<file path="src/rtl/prng_pkg.sv">
// prng_pkg: shared constants, FSM state type and LFSR step helper for the
// prng_stream block.
//   PRNG_SEED  - default reset seed (also replaces any all-zero seed)
//   PRNG_TAPS  - default Galois feedback mask, x^32+x^22+x^2+x+1
//   prng_st_e  - burst FSM state encoding
//   lfsr_step  - one Galois LFSR step on a zero-extended state
package prng_pkg;

  localparam logic [31:0] PRNG_SEED  = 32'h02468ACD;
  localparam logic [31:0] PRNG_TAPS  = 32'h80200003;
  localparam int          LFSR_MAX_W = 64;

  typedef enum logic [0:0] {
    IDLE  = 1'b0,
    BURST = 1'b1
  } prng_st_e;

  // Works on a zero-extended state so one function serves every width; the
  // caller truncates the result back to its own width.
  function automatic logic [LFSR_MAX_W-1:0] lfsr_step(
    input logic [LFSR_MAX_W-1:0] s,
    input logic [LFSR_MAX_W-1:0] taps
  );
    logic [LFSR_MAX_W-1:0] r;
    if (s[0]) begin
      r = (s >> 1) ^ taps;
    end else begin
      r = s >> 1;
    end
    return r;
  endfunction

endpackage

</file>
<file path="src/rtl/prng_stream_if.sv">
// prng_stream_if: request/seed/stream bundle for prng_stream.
//   req, req_len          - burst request and its length (controller -> PRNG)
//   seed_load, seed_in    - run-time reseed (controller -> PRNG)
//   busy                  - burst in progress (PRNG -> controller)
//   out_valid/out_ready   - stream handshake
//   out_data, out_last    - random word and end-of-burst marker
// Modports: master = controller/consumer side, slave = the PRNG.
interface prng_stream_if #(
  parameter int LFSR_W = 32,
  parameter int OUT_W  = 8,
  parameter int LEN_W  = 4
);
  logic              req;
  logic [LEN_W-1:0]  req_len;
  logic              seed_load;
  logic [LFSR_W-1:0] seed_in;
  logic              busy;
  logic              out_valid;
  logic              out_ready;
  logic [OUT_W-1:0]  out_data;
  logic              out_last;

  modport master (
    output req, req_len, seed_load, seed_in, out_ready,
    input  busy, out_valid, out_data, out_last
  );

  modport slave (
    input  req, req_len, seed_load, seed_in, out_ready,
    output busy, out_valid, out_data, out_last
  );
endinterface

</file>
<file path="src/rtl/prng_lfsr_core.sv">
// prng_lfsr_core: Galois LFSR state register.
//   clk, rst   - clock and asynchronous active-high reset (state -> SEED)
//   adv        - advance the state by one step
//   load       - load load_val (SEED if load_val is zero); wins over adv
//   load_val   - seed to load
//   step_val   - combinational step(state), the value adv would store
module prng_lfsr_core
  import prng_pkg::*;
#(
  parameter int                LFSR_W = 32,
  parameter logic [LFSR_W-1:0] TAPS   = PRNG_TAPS,
  parameter logic [LFSR_W-1:0] SEED   = PRNG_SEED
) (
  input  logic              clk,
  input  logic              rst,
  input  logic              adv,
  input  logic              load,
  input  logic [LFSR_W-1:0] load_val,
  output logic [LFSR_W-1:0] step_val
);

  logic [LFSR_W-1:0] state_r;
  logic [LFSR_W-1:0] seed_s;

  // An all-zero state would lock the LFSR, so a zero seed is replaced.
  assign seed_s   = (load_val == {LFSR_W{1'b0}}) ? SEED : load_val;
  assign step_val = LFSR_W'(lfsr_step(LFSR_MAX_W'(state_r), LFSR_MAX_W'(TAPS)));

  // State register: load has priority over advance; otherwise hold.
  always_ff @(posedge clk or posedge rst) begin
    if (rst) begin
      state_r <= SEED;
    end else if (load) begin
      state_r <= seed_s;
    end else if (adv) begin
      state_r <= step_val;
    end else begin
      state_r <= state_r;
    end
  end

endmodule

</file>
<file path="src/rtl/prng_stream.sv">
// prng_stream: burst PRNG with valid/ready output stream.
//   clk, rst - clock and asynchronous active-high reset
//   bus      - prng_stream_if slave: req/req_len start a burst of req_len
//              words, seed_load/seed_in reseed (aborting any burst), words
//              leave on out_data/out_valid/out_ready with out_last on the
//              final word; busy is high while a burst is in progress.
// All outputs are registered. The LFSR advances once per issued word only,
// so the word sequence does not depend on back-pressure.
module prng_stream
  import prng_pkg::*;
#(
  parameter int                LFSR_W = 32,
  parameter int                OUT_W  = 8,
  parameter logic [LFSR_W-1:0] TAPS   = PRNG_TAPS,
  parameter logic [LFSR_W-1:0] SEED   = PRNG_SEED,
  parameter int                LEN_W  = 4
) (
  input  logic          clk,
  input  logic          rst,
  prng_stream_if.slave  bus
);

  prng_st_e          fsm_r, fsm_nxt_s;
  logic              valid_r, valid_nxt_s;
  logic              last_r, last_nxt_s;
  logic              busy_r, busy_nxt_s;
  logic [LEN_W-1:0]  rem_r, rem_nxt_s;
  logic [OUT_W-1:0]  data_r, data_nxt_s;
  logic              adv_s;
  logic [LFSR_W-1:0] step_s;

  prng_lfsr_core #(
    .LFSR_W (LFSR_W),
    .TAPS   (TAPS),
    .SEED   (SEED)
  ) u_core (
    .clk      (clk),
    .rst      (rst),
    .adv      (adv_s),
    .load     (bus.seed_load),
    .load_val (bus.seed_in),
    .step_val (step_s)
  );

  // Next-state and output decode; seed_load overrides everything.
  always_comb begin
    fsm_nxt_s   = fsm_r;
    valid_nxt_s = valid_r;
    last_nxt_s  = last_r;
    busy_nxt_s  = busy_r;
    rem_nxt_s   = rem_r;
    data_nxt_s  = data_r;
    adv_s       = 1'b0;
    if (bus.seed_load) begin
      fsm_nxt_s   = IDLE;
      valid_nxt_s = 1'b0;
      last_nxt_s  = 1'b0;
      busy_nxt_s  = 1'b0;
    end else begin
      case (fsm_r)
        IDLE: begin
          if (bus.req && (bus.req_len != {LEN_W{1'b0}})) begin
            adv_s       = 1'b1;
            data_nxt_s  = step_s[OUT_W-1:0];
            valid_nxt_s = 1'b1;
            last_nxt_s  = (bus.req_len == LEN_W'(1));
            rem_nxt_s   = bus.req_len - LEN_W'(1);
            busy_nxt_s  = 1'b1;
            fsm_nxt_s   = BURST;
          end else begin
            adv_s = 1'b0;
          end
        end
        BURST: begin
          if (valid_r && bus.out_ready) begin
            if (last_r) begin
              // Final beat taken: state is left on the last word's value.
              valid_nxt_s = 1'b0;
              last_nxt_s  = 1'b0;
              busy_nxt_s  = 1'b0;
              fsm_nxt_s   = IDLE;
            end else begin
              adv_s      = 1'b1;
              data_nxt_s = step_s[OUT_W-1:0];
              rem_nxt_s  = rem_r - LEN_W'(1);
              // rem_r counts words still to come after the current one.
              last_nxt_s = (rem_r == LEN_W'(1));
            end
          end else begin
            adv_s = 1'b0;
          end
        end
        default: begin
          fsm_nxt_s   = IDLE;
          valid_nxt_s = 1'b0;
          last_nxt_s  = 1'b0;
          busy_nxt_s  = 1'b0;
        end
      endcase
    end
  end

  // FSM, counter and output registers.
  always_ff @(posedge clk or posedge rst) begin
    if (rst) begin
      fsm_r   <= IDLE;
      valid_r <= 1'b0;
      last_r  <= 1'b0;
      busy_r  <= 1'b0;
      rem_r   <= {LEN_W{1'b0}};
      data_r  <= {OUT_W{1'b0}};
    end else begin
      fsm_r   <= fsm_nxt_s;
      valid_r <= valid_nxt_s;
      last_r  <= last_nxt_s;
      busy_r  <= busy_nxt_s;
      rem_r   <= rem_nxt_s;
      data_r  <= data_nxt_s;
    end
  end

  assign bus.busy      = busy_r;
  assign bus.out_valid = valid_r;
  assign bus.out_last  = last_r;
  assign bus.out_data  = data_r;

endmodule

</file>
<file path="src/flat_wrapper.sv">
// flat-port wrapper written by rule: the top's interface ports become plain ports
module prng_stream_flat import prng_pkg::*;
#(
  parameter int                LFSR_W = 32,
  parameter int                OUT_W  = 8,
  parameter logic [LFSR_W-1:0] TAPS   = PRNG_TAPS,
  parameter logic [LFSR_W-1:0] SEED   = PRNG_SEED,
  parameter int                LEN_W  = 4
)
  (clk, rst, bus_req, bus_req_len, bus_seed_load, bus_seed_in, bus_out_ready, bus_busy, bus_out_valid, bus_out_data, bus_out_last);
  prng_stream_if #(.LFSR_W(LFSR_W), .OUT_W(OUT_W), .LEN_W(LEN_W)) bus_i ();
  input  logic clk;
  input  logic rst;
  input wire logic [$bits(bus_i.req)-1:0] bus_req;
  input wire logic [$bits(bus_i.req_len)-1:0] bus_req_len;
  input wire logic [$bits(bus_i.seed_load)-1:0] bus_seed_load;
  input wire logic [$bits(bus_i.seed_in)-1:0] bus_seed_in;
  input wire logic [$bits(bus_i.out_ready)-1:0] bus_out_ready;
  output wire logic [$bits(bus_i.busy)-1:0] bus_busy;
  output wire logic [$bits(bus_i.out_valid)-1:0] bus_out_valid;
  output wire logic [$bits(bus_i.out_data)-1:0] bus_out_data;
  output wire logic [$bits(bus_i.out_last)-1:0] bus_out_last;
  assign bus_i.req = bus_req;
  assign bus_i.req_len = bus_req_len;
  assign bus_i.seed_load = bus_seed_load;
  assign bus_i.seed_in = bus_seed_in;
  assign bus_i.out_ready = bus_out_ready;
  assign bus_busy = bus_i.busy;
  assign bus_out_valid = bus_i.out_valid;
  assign bus_out_data = bus_i.out_data;
  assign bus_out_last = bus_i.out_last;
  prng_stream #(.LFSR_W(LFSR_W), .OUT_W(OUT_W), .TAPS(TAPS), .SEED(SEED), .LEN_W(LEN_W)) u_core (.clk(clk), .rst(rst), .bus(bus_i));
endmodule
</file>
<file path="config.mk">
export PLATFORM = sky130hd
export DESIGN_NAME = prng_stream_flat
export DESIGN_NICKNAME = d
export VERILOG_FILES = /design/src/rtl/prng_pkg.sv /design/src/rtl/prng_stream_if.sv /design/src/rtl/prng_lfsr_core.sv /design/src/rtl/prng_stream.sv /design/src/flat_wrapper.sv
export SDC_FILE = /design/constraint.sdc
export NUM_CORES = 1
export LEC_CHECK = 0
export BUFFER_PORTS_ARGS = -buffer_cell sky130_fd_sc_hd__buf_2
export CELL_PAD_IN_SITES_DETAIL_PLACEMENT = 0
export CELL_PAD_IN_SITES_GLOBAL_PLACEMENT = 1
export CORE_ASPECT_RATIO = 0.8
export CORE_UTILIZATION = 38
export CTS_CLUSTER_DIAMETER = 30
export CTS_CLUSTER_SIZE = 40
export DETAILED_ROUTE_END_ITERATION = 16
export HOLD_SLACK_MARGIN = 0.06
export PLACE_DENSITY = 0.75
export SYNTH_ARGS = -nofsm -noshare
export SYNTH_HDL_FRONTEND = slang
export SYNTH_HIERARCHICAL = 1
export SYNTH_SLANG_ARGS = --single-unit
</file>
<file path="constraint.sdc">
create_clock -name clk -period 1.85 [get_ports clk]
set_input_delay 0.37 -clock clk [delete_from_list [all_inputs] [get_ports clk]]
set_output_delay 0.37 -clock clk [all_outputs]
set_load 0.05 [all_outputs]
</file>
---- Word level (Yosys, flattened, before mapping) ----
Cells that the tools add are included.
storage, ports and cells
  register bits after elaboration ......... 47
  output and inout bits ................... 11
  logic and storage cells ................. 57
cells by class
  add/sub/neg operators ................... 2
  equal/unequal tests ..................... 8
  muxes and demuxes ....................... 30
  bitwise logic cells ..................... 3
  reduce and logical (&&, ||, !) cells .... 8
operators by type and width
  cell                                               number
  two-way mux 32 bit                                 4
  zero test 32 bit                                   1
  two-way mux 8 bit                                  3
  case mux 8 bit (2 select lines)                    1
  two-way mux 1 bit                                  14
  two-way mux 4 bit                                  3
  inequality test 3 bit (second input constant)      3
  == test 4 x 1 -> 1 bit (second input constant)     2
  case mux 1 bit (2 select lines)                    4
  case mux 4 bit (2 select lines)                    1
  subtractor 4 x 1 -> 4 bit (second input constant)  2
  inequality test 2 bit (second input constant)      3
  NOT 3 -> 4 bit                                     1
  AND reduction 4 bit                                1
  nonzero test 4 bit                                 1
  AND reduction 3 bit                                1
  logical AND 1 bit                                  2
  NOT 1 bit                                          2
  AND reduction 2 bit                                1
  nonzero test 2 bit                                 1

---- Logic depth before layout (Yosys ltp) ----
  depth in word-level cells ............... 7
  gate-level depth with buffers ........... 11

---- Cells and area by module ----
Netlist, hierarchy kept.
by module, submodules not included
  module          times used  cells an instance  area an instance (um^2)  seq. area each (um^2)
  prng_lfsr_core  1           199                1,871.8                  815.8
  prng_stream     1           73                 857.1                    375.4

---- Worst setup path after synthesis ----
No wires, ideal clock.
  path type ............................... register to register
  start ................................... reg u_core/bus.busy (netlist name)
  end ..................................... reg u_core.u_core.state_r[10]
  setup time .............................. 0.134 ns
  arrival ................................. 2.050 ns
  path slack .............................. -0.334 ns
  cell stages (with the launch flop) ...... 9
  period minus slack after synthesis ...... 2.184 ns
  cells stage by stage .................... dfrtp_1 > nand3_1 > o32ai_2 > and2_4 > buf_12 > buf_2 > buf_2 > mux2i_1 > o21ai_0
RTL lines
  what                  line                  text
  to (signal assigned)  prng_lfsr_core.sv:34  state_r <= seed_s;
  to (signal assigned)  prng_lfsr_core.sv:36  state_r <= step_val;
  to (signal assigned)  prng_lfsr_core.sv:38  state_r <= state_r;
  to (decl)             prng_lfsr_core.sv:22  logic [LFSR_W-1:0] state_r;

---- Worst setup path in the final report ----
  start ................................... in bus_req_len[1]
  end ..................................... reg u_core.u_core.state_r[7]
on the way
  word-level cells in the longest chain between the ends .. 6
ends and longest elaborated chain
  what                                 line                text
  from (decl)                          flat_wrapper.sv:15  input wire logic [$bits(bus_i.req_len)-1:0] bus_req_len;
  nonzero test 4 bit                   prng_stream.sv:62   if (bus.req && (bus.req_len != {LEN_W{1'b0}})) begin
  logical AND 1 bit                    prng_stream.sv:62
  two-way mux 1 bit                    prng_stream.sv:62
  case mux 1 bit (2 select lines)      prng_stream.sv:60   case (fsm_r)
  two-way mux 1 bit                    prng_stream.sv:54   if (bus.seed_load) begin
  nonzero test 2 bit (no source line)  n/a
No other way between the ends.
A chain may end at the register's enable or synchronous reset.

==> results.md <==
- Status: complete, no violations
- Placed inst area: 2950 um^2
- All-layer global routing usage: 16.1%
- Initial antenna violation count: 0
- Largest net degree at the start of global routing: 68
- Final Slew Violations: 0
- Finished Cell Area: 3060 um^2
- Max Cap Viol: 0
- Overflow after GRT: 0
- Fillers: 647
- CTS tree: yes
- Setup tns final: 0 ps
- Max IR drop VDD: 426 uV
- Seq pwr share: 46.2%
- Final worst path period share: 95.1%
- Critical-path cell list: clkbuf_4 -> inv_12 -> ha_4 -> nor3b_4 -> o32ai_2 -> and2_4 -> buf_12 -> nor2b_1 -> a211oi_1 -> a31oi_1
- Clk_skew: 8.40 ps
- Drt pass-1 iters: 4
- Fmax: 568 MHz
- Root buffer cell: clkbuf_8
- Hold slack: 137 ps
- Area of the multi-input gates: 1180 um^2
- Number of I/O pins: 52
- Hold WC Path Type: in2async
- Antenna Cells: 0
- Layout area overhead: 19.7%
- Slew headroom: 57.7%
- PortBufs: 51
- Crit path buf inv count: 3
- GPL Wtd Cong: 0.774
- Critical Path Sink Type: flip-flop
- Post-synth net total: 294
- Chip Width: 93.7 um
- P_sw: 0.927 mW
- Crit start category: input port
- Minimum clock period: 1760 ps
- Max FO, Critical Path: 29
- Via Count: 1938
- Number of global-route vias before repair: 1821
- Starting DRT DRC Count: 58
- Clock buffer depth: 2
- Clock Power Share: 24.6%
- HPWL after DPL: 3.83 mm
- Num rows: 26
- Clk_lat worst skew: 290 ps
- RSZ-0062 raised after global routing: no
- DRC: 0
- Worst setup margin: 90.6 ps
- Layout net count: 343
- Comb pwr share: 29.2%
- Switch share: 32.0%
- CP top delay family: compound AO/OA/AOI/OAI gates
- Final setup viols: 0
- Pre-CTS WS: -218 ps
- DR vias/cell: 5.07
- Die Y: 75.4 um
- Critical path class: in2reg
- Global-route wire length before repair: 8.68 mm
- Post-Syn Area: 2560 um^2
- Average wire per standard cell: 13.7 um
- Register area: 1190 um^2
- PD cells: 946 nW/um^2
- Internal power: 1.97 mW
- Critical Path AT: 1950 ps
- Fin. Hold Viols: 0
- DRT Wirelength: 5.22 mm
- CTS Sinks: 47
- Reg clk slew, reported paths: 80 ps
- Core area: 6440 um^2
- Yosys warnings: 6
- Worst path slowest cell: o32ai_2
- Mean Syn Cell Area: 10.3 um^2
- Least-Margin Pin Slew: 635 ps
- Total CTS buffers: 5
- Util after Layout: 47.5%
- P_leak: 1.37 nW
- Post-route ant nets: 0
- Worst path required time: 2040 ps
- Starting Density: 39.7%
- Die Footprint: 7060 um^2
- H-tree levels: 2
- Share of post-route cells with drive strength above 1: 36.2%
- Critical Path Max Stage Delay: 270 ps
- Gate count of the mapped netlist: 249
-- worst reg2reg max path: stages, from the launching register on --
cell	delay [ps]
dfrtp_1	450
nand3_1	180
o32ai_2	180
and2_4	230
buf_12	200
nor2b_1	90
a211oi_1	230
a31oi_1	70
-- cells in the final DEF, fill, tap and decap left out, types with 5 or more instances in the layout --
master and instances:
a211oi_1 6, a211oi_2 5, a21oi_1 7, a31oi_1 12
buf_2 50, buf_4 11, clkbuf_8 5, dfrtp_1 34
dfstp_2 12, inv_1 20, mux2_4 6, mux2i_1 22
nand2_1 23, nor2b_1 8, nor4_1 7, o21ai_0 15
o21ai_1 7
-- metal layers --
layer | GRT usage [%] | wire length [um] | vias to the layer above | share of wire [%]
met3 | 3.49 | 241 | 2 | 4.6
met5 | 0 | 0 | - | 0
met2 | 23.2 | 2220 | 39 | 42
met1 | 24.4 | 2740 | 938 | 52
li1 | - | - | 959 | -
met4 | 4.10 | 21 | 0 | 0.40
-- power groups by stage --
stage               sequential [mW]  combinational (mW)  clock [mW]
global route                   1.36               0.929       0.784
finish                         1.34               0.845       0.711
floorplan                      1.52               0.477           0
CTS                            1.34               0.854       0.738
global placement               1.36               0.839           0
detailed placement             1.36               0.852           0
-- what timing repair did --
action	in CTS	in global routing
setup endpoints to repair	0	2
hold buffers	0	0
buffers inserted	0	0
gates resized for setup	0	2
-- state kept, by name, indices dropped and copies added, names as in the netlist --
register               cells
u_core/fsm_r               1
u_core/bus.busy            1
u_core/u_core/state_r     32
u_core/rem_r               4
u_core/bus.out_data        8
u_core/bus.out_last        1
-- layout make-up --
class,count,area share [%]
Multi-Input combinational cell,158,38.5
Clock buffer,6,2.37
Timing Repair Buffer,64,12.4
Inverter,22,3.27
Sequential cell,47,39.0
Clock inverter,1,0.982
Tap cell,84,3.44
-- metrics by stage --
stage | power, mW | std cells
2_1_floorplan | 2.00 | 249
3_3_place_gp | 2.20 | 375
3_5_place_dp | 2.21 | 375
4_1_cts | 2.93 | 382
5_1_grt | 3.07 | 382
6_report | 2.89 | 382
-- final timing paths --
kind	startpoint	end	slack, ps	cells past startpoint
max	bus_req_len[1]	u_core/u_core/state_r[7]	90	10
min in group clk	bus_seed_in[0]	u_core/u_core/state_r[0]	290	3
min	rst	u_core/bus.out_data[2]	140	2
max in group asynchronous	rst	u_core/bus.busy	1310	2
max reg2reg	u_core/fsm_r	u_core/u_core/state_r[7]	130	7
min reg2reg	u_core/bus.out_data[2]	u_core/bus.out_data[2]	510	1
No activity file was read; power rests on OpenSTA's default activity.
